===== src/rtl/demux_pkg.sv =====
// Shared defaults and lane-index constants for the 1-to-2 buffered demux.
package demux_pkg;

   localparam int   DEMUX_WIDTH = 4;
   localparam int   DEMUX_CNT_W = 8;

   localparam logic LANE_A = 1'b0;
   localparam logic LANE_B = 1'b1;

endpackage


===== src/rtl/demux_slot.sv =====
// One output lane: a single-entry holding register with valid flag,
// load/drain control and a wrapping delivered-word counter.
module demux_slot
   import demux_pkg::*;
#(
   parameter int WIDTH = DEMUX_WIDTH,
   parameter int CNT_W = DEMUX_CNT_W
) (
   input  logic             clk,
   input  logic             reset,
   input  logic             i_load,
   input  logic [WIDTH-1:0] i_data,
   input  logic             i_ready,
   output logic             o_space,
   output logic [WIDTH-1:0] o_data,
   output logic             o_valid,
   output logic [CNT_W-1:0] o_count
);

   logic [WIDTH-1:0] r_data_p1;
   logic             r_vld_p1;
   logic [CNT_W-1:0] r_count;
   logic             w_drain;

   assign w_drain = r_vld_p1 & i_ready;

   // A full lane that drains this cycle can take a new word on the same edge.
   assign o_space = ~r_vld_p1 | i_ready;

   // Stage p1: holding register, valid flag and delivered-word counter.
   always_ff @(posedge clk) begin
      if (reset) begin
         r_data_p1 <= '0;
         r_vld_p1  <= 1'b0;
         r_count   <= '0;
      end else begin
         if (i_load) begin
            r_data_p1 <= i_data;
            r_vld_p1  <= 1'b1;
         end else if (w_drain) begin
            r_vld_p1  <= 1'b0;
         end
         if (w_drain) begin
            r_count <= r_count + CNT_W'(1);
         end
      end
   end

   assign o_data  = r_data_p1;
   assign o_valid = r_vld_p1;
   assign o_count = r_count;

endmodule


===== src/rtl/demux_1_2_buf.sv =====
// 1-to-2 demultiplexer with a one-word buffer per lane; the top level only
// decodes select and muxes the selected lane's space into in_ready.
module demux_1_2_buf
   import demux_pkg::*;
#(
   parameter int WIDTH = DEMUX_WIDTH,
   parameter int CNT_W = DEMUX_CNT_W
) (
   input  logic             clk,
   input  logic             reset,
   input  logic [WIDTH-1:0] in_data,
   input  logic             in_valid,
   input  logic             select,
   output logic             in_ready,
   output logic [WIDTH-1:0] out_a_data,
   output logic [WIDTH-1:0] out_b_data,
   output logic             out_a_valid,
   output logic             out_b_valid,
   input  logic             out_a_ready,
   input  logic             out_b_ready,
   output logic [CNT_W-1:0] count_a,
   output logic [CNT_W-1:0] count_b
);

   logic w_space_a;
   logic w_space_b;
   logic w_in_ready;
   logic w_accept;
   logic w_load_a;
   logic w_load_b;

   // Only the selected lane's space matters; the other lane never stalls input.
   assign w_in_ready = ~reset & ((select == LANE_B) ? w_space_b : w_space_a);
   assign w_accept   = in_valid & w_in_ready;
   assign w_load_a   = w_accept & (select == LANE_A);
   assign w_load_b   = w_accept & (select == LANE_B);
   assign in_ready   = w_in_ready;

   demux_slot #(
      .WIDTH (WIDTH),
      .CNT_W (CNT_W)
   ) u_slot_a (
      .clk     (clk),
      .reset   (reset),
      .i_load  (w_load_a),
      .i_data  (in_data),
      .i_ready (out_a_ready),
      .o_space (w_space_a),
      .o_data  (out_a_data),
      .o_valid (out_a_valid),
      .o_count (count_a)
   );

   demux_slot #(
      .WIDTH (WIDTH),
      .CNT_W (CNT_W)
   ) u_slot_b (
      .clk     (clk),
      .reset   (reset),
      .i_load  (w_load_b),
      .i_data  (in_data),
      .i_ready (out_b_ready),
      .o_space (w_space_b),
      .o_data  (out_b_data),
      .o_valid (out_b_valid),
      .o_count (count_b)
   );

endmodule


===== config.mk =====
export PLATFORM = sky130hd
export DESIGN_NAME = demux_1_2_buf
export DESIGN_NICKNAME = d
export VERILOG_FILES = /design/src/rtl/demux_pkg.sv /design/src/rtl/demux_slot.sv /design/src/rtl/demux_1_2_buf.sv
export SDC_FILE = /design/constraint.sdc
export NUM_CORES = 1
export LEC_CHECK = 0
export ABC_AREA = 1
export CAP_MARGIN = 25
export CORE_UTILIZATION = 30
export DETAILED_ROUTE_END_ITERATION = 10
export PLACE_DENSITY = 0.64
export SLEW_MARGIN = 20
export SYNTH_ARGS = -nofsm -noshare
export SYNTH_HDL_FRONTEND = slang
export SYNTH_HIERARCHICAL = 1
export SYNTH_SLANG_ARGS = --single-unit

===== constraint.sdc =====
create_clock -name clk -period 1.4 [get_ports clk]
set_clock_uncertainty 0.05 [all_clocks]
set_input_delay 0.14 -clock clk [delete_from_list [all_inputs] [get_ports clk]]
set_output_delay 0.14 -clock clk [all_outputs]
set_load 0.02 [all_outputs]

# After elaboration in Yosys (flattened, before gate mapping)
# Cells that the tools add are included.
# word_totals
regBits	26
inputBits	10
out_inout_bits	27
word_cells	27
# op_classes
n_addsub	2
mux	5
bitwise_logic	12
reduce_logical	2
# ops
operator	count
8-bit by 1-bit adder with 8-bit output, second input constant	2
1-bit bitwise AND	6
1-bit 2-to-1 mux	5
1-bit inverter	4
2-bit nonzero test	2
1-bit bitwise OR	2

# Depth between registers and ports, before layout
# Gate-level depths: netlist (run 1).
# depth
ltp_word	7
ltp_mapped	9
ltp_nobuf	9

# By module
# The synthesis (run 1) kept the hierarchy.
# by_module_without_submodules
mod	instances	cells_each	area_per_inst_um2	seq_area_each_um2
demux_slot	2	82	574.3	260.2
demux_1_2_buf	1	9	41.3	0.0

# Worst setup path after synthesis (run 1)
# OpenSTA, ideal clock, no wires.
# synth_timing
path_kind	register to register
start	register u_slot_b.r_vld_p1, in the netlist u_slot_b/o_valid
end	register u_slot_a.r_data_p1[0], in the netlist u_slot_a/o_data[0]
setup_ns	0.116
arrival_time_ns	1.100
required_ns	1.234
slack_ns	0.135
path_stages_with_launch	9
path_buffers	0
synth_period_minus_slack_ns	1.265
cell_sequence	dfxtp_1 -> nand2_1 -> nand2_1 -> nand2_1 -> nand3_2 -> nor2_1 -> inv_1 -> nor2_1 -> nor2_1
# synth_via
elab_chain_cells	6
# synth_lines
item	line	source
start, declared	demux_slot.sv:21	logic r_vld_p1;
start signal, assigned	demux_slot.sv:34	r_vld_p1 <= 1'b0;
start signal, assigned	demux_slot.sv:39	r_vld_p1 <= 1'b1;
start signal, assigned	demux_slot.sv:41	r_vld_p1 <= 1'b0;
1-bit inverter	demux_slot.sv:28	assign o_space = ~r_vld_p1 | i_ready;
1-bit bitwise OR	demux_slot.sv:28	
net w_space_b	demux_1_2_buf.sv:26	logic w_space_b;
1-bit 2-to-1 mux	demux_1_2_buf.sv:33	assign w_in_ready = ~reset & ((select == LANE_B) ? w_space_b : w_space_a);
1-bit bitwise AND	demux_1_2_buf.sv:33	
1-bit bitwise AND	demux_1_2_buf.sv:34	assign w_accept = in_valid & w_in_ready;
1-bit bitwise AND	demux_1_2_buf.sv:35	assign w_load_a = w_accept & (select == LANE_A);
net w_load_a	demux_1_2_buf.sv:29	logic w_load_a;
end signal, assigned	demux_slot.sv:38	r_data_p1 <= i_data;
end, declared	demux_slot.sv:20	logic [WIDTH-1:0] r_data_p1;
# The timed path passes the listed nets, and every way through them passes these cells.
# A chain may end at the register's enable or synchronous reset.

# Worst setup path in the final report (run 1)
# layout_timing
start	input port out_b_ready
end	output port in_ready
# layout_via
elab_chain_cells	3
# layout_lines
item	line	source
start, declared	demux_1_2_buf.sv:20	input logic out_b_ready,
1-bit bitwise OR	demux_slot.sv:28	
net w_space_b	demux_1_2_buf.sv:26	
1-bit 2-to-1 mux	demux_1_2_buf.sv:33	
1-bit bitwise AND	demux_1_2_buf.sv:33	
end, declared	demux_1_2_buf.sv:14	output logic in_ready,
# The timed path passes the listed nets, and every way through them passes these cells.

==> flow_summary.json, run 1 <==
{
  "yosysUniqueCellTypes": 15,
  "wl_met2_um": 1161,
  "antenna_found_initial": 0,
  "hpwl_um": 2068,
  "crit_arrival_ps": 1130,
  "grt_pass1_vias": 1081,
  "drt_iter0_markers": 24,
  "max-cap-violations": 0,
  "wl_met3_um": 96,
  "fp.dieArea_mm2": 0.004222,
  "tightest_slew_ps": 219.9,
  "seq_area_frac_synth": 0.4374,
  "track_usage": 0.1350,
  "synthArstFlopShare": 0,
  "rsz0062_at_grt": "true",
  "min_path_type": "primary input to flip-flop",
  "synth-seq-cells": 26,
  "clk_latency_ps": 260,
  "via_count": 1183,
  "top_layer": "met4",
  "critPathKind": "primary input to output port",
  "drive_gt1_frac": 0.1327,
  "wirelength_um": 2568,
  "yosysMostFrequentCell": "nor2_1",
  "cts_tree": "yes",
  "grt_overflow": 0,
  "clk_path_buf_depth": 2,
  "final.period_utilization": 0.9415,
  "placed_area_mm2": 0.001720,
  "synth-edff-count": 0,
  "wl_met1_um": 1285,
  "yosysTopAreaCell": "dfxtp_1",
  "row_count": 22,
  "ir_worst_vdd_v": 0.0004452,
  "end_kind": "output port",
  "synth_ff_type": "dfxtp_1",
  "cts-root-buf": "clkbuf_8",
  "cts_resized": 27,
  "synth_top_area_share": 0.4374,
  "relSlewSlack": 0.8532,
  "coreArea_mm2": 0.003744,
  "avgSynthCellArea_um2": 6.878,
  "clock-sinks": 26,
  "r2r_slack_ps": 200,
  "post_drt_wl_per_cell_um": 9.372,
  "cts_buffers": 3,
  "yosysWarnings": 6,
  "cp_max_fo": 2,
  "dr.pass1.iters": 4,
  "grt_first_pass_wirelength_um": 4409,
  "clk_pin_slew_ps": 80,
  "htree_num_levels": 1,
  "fin_nets": 240,
  "finalSetupViolCount": 0,
  "antenna_left": 0,
  "postCtsSetupBuffers": 0,
  "diodes": 0,
  "via_per_inst": 4.318,
  "area_delta_synth_final_pct": 46.37,
  "max_freq_mhz": 758.7,
  "finalHoldViolCount": 0,
  "synth_top_cells_by_area": "dfxtp_1 (44%), nor2_1 (11%), nand2_1 (10%)",
  "grt_max_degree": 14,
  "fin_crit_ps": 1318,
  "ys_top_cells_by_count": "nor2_1 (36), nand2_1 (33), inv_1 (28)",
  "final_area_mm2": 0.001742,
  "nFillCells": 424,
  "holdBufCountCts": 0,
  "critPathRequiredTime_ps": 1210,
  "syn_nets": 185,
  "io_pins": 37,
  "post-route-drc-count": 0,
  "status": "finished, final reports clean",
  "syn_area_mm2": 0.001190,
  "power_leakage_nw": 0.9450,
  "setup_tns_ps": 0,
  "total_power_mw": 1.335,
  "dieHeight_um": 64.98,
  "start_util": 0.3178,
  "power_density_mw_per_mm2": 766.4,
  "portBuffers": 36,
  "synth_cells": 173,
  "die_x_um": 64.98,
  "cp-start-kind": "primary input",
  "place.gp.congestion": 0.7414,
  "maxSlewViolCount": 0
}
## sequential cells by signal, summed over array words and instances, names as in the netlist
register and cells:
u_slot_a/o_data 4, u_slot_b/o_valid 1, u_slot_a/o_count 8, u_slot_a/o_valid 1
u_slot_b/o_count 8, u_slot_b/o_data 4
## worst max-delay path, stage by stage
cell	delay, ps
clkdlybuf4s50_1	490
inv_1	50
nand2_1	70
nand2_1	80
a21oi_2	140
buf_4	150
## placed cells by master (no fill, tap or decap)
cell and count:
a21oi_1 12, a21oi_2 1, buf_4 17, clkbuf_8 3, clkdlybuf4s50_1 9, dfxtp_1 26
dlygate4sd2_1 23, dlymetal6s2s_1 3, ha_1 2, inv_1 28, nand2_1 33, nand2_2 2
nand3_1 10, nand3_2 3, nand4_1 2, nor2_1 36, nor2_2 2, nor2_4 2
o21a_1 2, o21ai_0 10
## area by class of cell
type / instances / area, µm² / area share
clock buffer: 3 / 41.29 / 0.02371
timing repair buffer: 52 / 456.7 / 0.2622
tap: 48 / 60.06 / 0.03448
multi-input combinational: 117 / 558.0 / 0.3204
sequential: 26 / 520.5 / 0.2989
inverter: 28 / 105.1 / 0.06034
## cells by family after synthesis
logic type	count (synthesis)	share of synthesized area
AO/OA/AOI/OAI	25	0.1094
flip-flops	26	0.4374
AND/OR/NAND/NOR	90	0.3354
buffers and inverters	30	0.09674
adder cells (fa/ha/maj)	2	0.02103
## metrics by stage
stage,hold slack [ps],setup WS [ps],utilization,instances
global route,448.5,-26.33,0.4652,274
CTS,434.9,0.01155,0.4616,274
detailed placement,436.7,-406.1,0.4596,271
floorplan,159.1,134.7,-,173
finish,447.0,81.90,0.4652,274
global placement,430.8,-377.6,0.4596,271
## power breakdown
part           leakage [nW]  switching (mW)  internal, mW
sequential            0.210         0.00852         0.754
combinational         0.713          0.0827        0.0789
clock                0.0216           0.218         0.192
total                 0.945           0.309          1.03
## per-layer routing
layer,up-vias,global-route usage
met5,-,0
met4,0,0.06667
met3,2,0.02113
met2,21,0.2201
met1,513,0.1709
li1,647,-
## worst paths after layout
path / startpoint / end / depth (start not counted)
worst max-delay path: out_b_ready / in_ready / 6
worst min-delay path: in_data[3] / u_slot_b/o_data[3] / 3
worst max register to register: u_slot_b/o_valid / u_slot_a/o_data[0] / 8
worst min register to register: u_slot_a/o_valid / u_slot_a/o_valid / 2
No activity file was read; power rests on OpenSTA's default activity.
==> inputs of run 2 (changes only) <==
Settings changed: RECOVER_POWER set to 50.
==> run 2 against run 1 <==
Global-route usage stayed put. Sequential share of layout area is 0.66 points higher. Largest cell class unchanged. Die area stayed put. Design area is 2.2% lower. First-iteration DRC count is 8.3% higher. Final cell count stayed put. Wire length is 0.66% higher.
==> flow_summary.json, run 2 (synthesis gave the netlist of run 1 again) <==
{
  "post_drt_wl_per_cell_um": 9.434,
  "setup_tns_ps": 0,
  "status": "finished, final reports clean",
  "total_power_mw": 1.332,
  "busiest_layer": "met2",
  "max-cap-violations": 0,
  "clkPwrFrac": 0.308,
  "final_area_mm2": 0.001704,
  "end_kind": "output port",
  "fin_nets": 240,
  "grt_overflow": 0,
  "via_per_inst": 4.318,
  "hpwl_um": 2068,
  "max_freq_mhz": 758.7,
  "setup_slack_ps": 81.90,
  "die_x_um": 64.98,
  "hold_slack_ps": 447.0,
  "power_leakage_nw": 0.8798,
  "layout_common_cells": "nor2_1 (37), nand2_1 (33), inv_1 (28)",
  "fp.dieArea_mm2": 0.004222,
  "combPwrFrac": 0.119,
  "critPathRequiredTime_ps": 1210,
  "io_pins": 37,
  "layout_commonest_cell": "nor2_1",
  "crit_arrival_ps": 1130,
  "grt_max_degree": 14,
  "place.gp.congestion": 0.7414,
  "post-route-drc-count": 0,
  "hp-start": "in_data[3]",
  "tightest_slew_ps": 297.8,
  "start_util": 0.3178,
  "dp_slack_ps": -406.1,
  "ir_worst_vdd_v": 0.0004452,
  "coreArea_mm2": 0.003744,
  "antenna_found_initial": 0,
  "cts-root-buf": "clkbuf_8",
  "cts_tree": "yes",
  "nFillCells": 430,
  "placed_area_mm2": 0.001720,
  "p_sw_uw": 309.1,
  "grt_first_pass_wirelength_um": 4409,
  "htree_num_levels": 1,
  "drt_iter0_markers": 26,
  "cts_buffers": 3,
  "row_count": 22,
  "cp-start-kind": "primary input",
  "dr.pass1.iters": 4,
  "grtUsageMet2": 0.2201,
  "maxSlewViolCount": 0,
  "track_usage": 0.1350,
  "via_count": 1183,
  "finalSetupViolCount": 0,
  "portBuffers": 36,
  "fin_crit_ps": 1318,
  "power_frac_seq": 0.573,
  "min_path_type": "primary input to flip-flop",
  "r2r_start": "u_slot_a/o_count[1]",
  "netSwitchingFraction": 0.2320,
  "clk_pin_slew_ps": 80,
  "holdBufCountCts": 0,
  "area_delta_synth_final_pct": 43.22,
  "clock-sinks": 26,
  "final.period_utilization": 0.9415,
  "rsz0062_at_grt": "true",
  "cp_max_fo": 2,
  "wirelength_um": 2585,
  "grtUsageMet3": 0.02113,
  "p_int_mw": 1.023,
  "relSlewSlack": 0.8008,
  "dieHeight_um": 64.98,
  "power_density_mw_per_mm2": 781.7,
  "diodes": 0,
  "critPathKind": "primary input to output port",
  "clk_latency_ps": 260,
  "use_met1": 0.1709,
  "clk_path_buf_depth": 2,
  "finalHoldViolCount": 0,
  "grt_pass1_vias": 1081,
  "drive_gt1_frac": 0.1239,
  "antenna_left": 0,
  "startpoint": "out_b_ready"
}
-- run 2: routing by layer --
| layer | vias to the layer above | share of wire |
|---|---|---|
| met4 | 0 | 0.0097 |
| met2 | 21 | 0.45 |
| met1 | 513 | 0.50 |
| li1 | 647 | - |
| met3 | 2 | 0.037 |
| met5 | - | 0 |
-- run 2: power groups by stage --
stage | Clock (mW) | Sequential [mW] | Combinational, mW
global route | 0.457 | 0.765 | 0.175
floorplan | 0 | 0.800 | 0.0506
detailed placement | 0 | 0.781 | 0.172
finish | 0.410 | 0.763 | 0.159
CTS | 0.435 | 0.764 | 0.161
global placement | 0 | 0.781 | 0.171
-- run 2: critical path, stage by stage --
cell and delay [ps]:
clkdlybuf4s50_1 490, inv_1 50, nand2_1 70, nand2_1 80, a21oi_2 140, buf_4 150
-- run 2: repair_timing --
action | 4_1_cts | 5_1_grt
endpoints found under the setup margin | 24 | 4
gates resized for setup | 27 | 5
cloned | 0 | 0
buffers inserted | 0 | 0
-- run 2: final cells by class --
class / instances / area [µm²] / share of cell area
clock buffer: 3 / 41.29 / 0.02423
inverter: 28 / 105.1 / 0.06167
multi-input combinational: 117 / 550.5 / 0.3231
sequential: 26 / 520.5 / 0.3054
tap: 48 / 60.06 / 0.03524
timing repair buffer: 52 / 426.7 / 0.2504
-- run 2: path summary, 6_finish.rpt --
kind	to	slack, ps	depth (start not counted)
worst max-delay path	in_ready	80	6
worst max register to register	u_slot_a/o_count[6]	180	6
worst min-delay path	u_slot_b/o_data[3]	450	3
worst min register to register	u_slot_a/o_valid	450	2
-- run 2: metrics by stage --
| stage | instances | util |
|---|---|---|
| 6_report | 274 | 0.4552 |
| 2_1_floorplan | 173 | - |
| 3_3_place_gp | 271 | 0.4596 |
| 5_1_grt | 274 | 0.4552 |
| 3_5_place_dp | 271 | 0.4596 |
| 4_1_cts | 274 | 0.4616 |
==> edit (flow settings as in run 2) <==
The package constant `DEMUX_WIDTH` goes from 4 to 5.
--- a/src/rtl/demux_pkg.sv
+++ b/src/rtl/demux_pkg.sv
@@ -3,3 +3,3 @@
 
-   localparam int   DEMUX_WIDTH = 4;
+   localparam int   DEMUX_WIDTH = 5;
    localparam int   DEMUX_CNT_W = 8;
Ports: changed (resized in_data, out_a_data and out_b_data); port bits go from 37 to 40. No check against the original RTL was run, so the function may have changed too.
==> edit against run 2 <==
Design area grew 5.2%; first-iteration DRC count grew to 2.7 times the old value; maximum frequency shrank 0.35%; sequential share of layout area grew 0.72 points; clock power grew 9.8%; non-clock buffer count shrank 1; cell count grew 3.3%; die area grew 5.3%; sequential cell count grew 2; worst setup slack lost 0.0046 ns; routed wire length grew 9.2%; synthesized area grew 5.5%; total power grew 8.4%; count of clock-buffer cells in the layout is the same; critical path type unchanged; highest routed layer unchanged.
==> edit: results (changes against run 2) <==
** Layout
- The final net count was 248 (+3.3%).
- Count of filler cells inserted in the layout :: 424 (-1.4%)
- Filler-free cell count of the finished design :: 283 (+3.3%)
- Share of post-route cells with drive strength above 1 :: 10.3% (-2.1 points)

** Synthesis
- Sequential fraction of the synthesis area :: 44.7% (+0.92 points)
- Compound-cell area share of the yosys netlist :: 11.2% (+0.23 points)
- Most instantiated cells after synthesis :: sky130_fd_sc_hd__nor2_1 (40), sky130_fd_sc_hd__nand2_1 (33), sky130_fd_sc_hd__dfxtp_1 (28), sky130_fd_sc_hd__inv_1 (28), sky130_fd_sc_hd__a21oi_1 (13)
- Number of instances in the synthesized netlist :: 181 (+4.6%)
- The fraction of synthesis flops using an asynchronous set or reset pin came to 0% (unchanged).
- Net count after synthesis :: 194 (+4.9%)
- By area the synthesized netlist is led by sky130_fd_sc_hd__dfxtp_1 (45%), sky130_fd_sc_hd__nor2_1 (12%), sky130_fd_sc_hd__nand2_1 (9.9%), sky130_fd_sc_hd__inv_1 (8.4%), sky130_fd_sc_hd__a21oi_1 (5.2%).

** Clock network
- Post-CTS setup repair buffer count :: 0 (unchanged)
- The clock latency of the later-clocked register in the worst-skew pair was 0.28 ns (+0.02 ns).

** Placement
- The cell area reported after detailed placement was 0.00181 mm^2 (+5.4%).
- DP HPWL :: 2090 um (+1.2%)
- Routability cong. :: 0.759 (+2.3%)
- Placed cell count :: 280 (+3.3%)
- The number of I/O port buffers came to 39 (+8.3%).

** Detailed routing
- The average wire length per cell after detail routing was 9.98 um (+5.7%).
- The detailed-route vias per instance is 4.35 (+0.67%).
- Number of DRC markers after the initial detailed-route iteration :: 71 (+170%)

** Setup path
- The cell count of the worst reg-to-reg path was 6 (unchanged).
- The worst register-to-register path begins at u_slot_b/o_count[0]$_SDFFE_PP0P_.
- Endpoint of the worst register-to-register path :: u_slot_b/o_count[6]$_SDFFE_PP0P_
- Reg-to-reg slack, setup :: 0.08 ns (-0.10 ns)

** Global route
- Maximum number of pins on one net before global-route repair :: 15 (+1)
- Wire length of the first global-routing pass :: 4740 um (+7.5%)
- GRT Resource Usage Total :: 14.0% (+0.47 points)
- The via count of the first global-routing pass came to 1,092 (+1.0%).

** Timing
- Tightest slew margin relative to the limit :: 68.9% (-11 points)
- The post-route worst hold slack is 0.432 ns (-0.0150 ns).

** Outcome
- The flow ran to the end, and the final reports show no timing, DRC or antenna violations.

** Pwr
- The share of total power consumed by net switching came to 24.6% (+1.4 points).
- Static power due to leakage :: 0.934 nW (+6.2%)
[edit: cell types whose count changed after synthesis, sizes merged]
cell and delta:
dfxtp +2, nor2 +4, o21ai +2
[edit: repair_timing]
action                     CTS  global route
setup endpoints to repair   29             8
gates cloned                 0             0
resized for setup           32             3
[edit: routing by layer]
metal,GRT usage [%],share of wire (%)
met3,3.25,5.5
met5,0,0
met2,21.8,43
met1,18.3,51
met4,5.59,0.67
[edit: per-stage QoR]
step	util (%)	setup slack (ns)	power (mW)
after global routing	44.8	-0.0257	1.51
after floorplan	-	0.0889	0.919
after global placement	45.3	-0.375	1.03
final	44.8	0.0773	1.44
after detailed placement	45.3	-0.360	1.03
after CTS	45.4	0.0787	1.47
[edit: power by group through the flow]
stage          registers (mW)  clock network, mW  logic, mW
6_report                0.823              0.450      0.171
5_1_grt                 0.826              0.491      0.190
4_1_cts                 0.824              0.467      0.177
3_5_place_dp            0.843                  0      0.190
3_3_place_gp            0.843                  0      0.189
2_1_floorplan           0.865                  0     0.0541
[edit: layout make-up]
cell class	count	share of cell area [%]
Timing Repair Buffer	51	25.2
Tap cell	50	3.49
Multi-Input combinational cell	123	31.9
Inverter	28	5.86
Sequential cell	28	31.3
Clock buffer	3	2.30
[edit: critical path, cell delays in order]
cell and delay (ns):
sky130_fd_sc_hd__clkdlybuf4s50_1 0.48, sky130_fd_sc_hd__inv_1 0.05, sky130_fd_sc_hd__nand2_1 0.08, sky130_fd_sc_hd__nand2_1 0.07, sky130_fd_sc_hd__a21oi_1 0.15, sky130_fd_sc_hd__buf_4 0.16
[edit: worst max path at each step]
stage	to	slack, ns	cells past startpoint
2_1_floorplan	u_slot_a/o_data[0]$_SDFFE_PP0P_	0.09	8
3_3_place_gp	in_ready	-0.38	6
3_5_place_dp	in_ready	-0.36	6
4_1_cts	in_ready	0.08	6
5_1_grt	in_ready	-0.03	6
6_report	in_ready	0.08	6
[edit: cells by family after synthesis]
kind of cell / after synthesis
AND/OR/NAND/NOR: 94
buffers and inverters: 30
flip-flops: 28
AO/OA/AOI/OAI: 27
adder cells (fa/ha/maj): 2
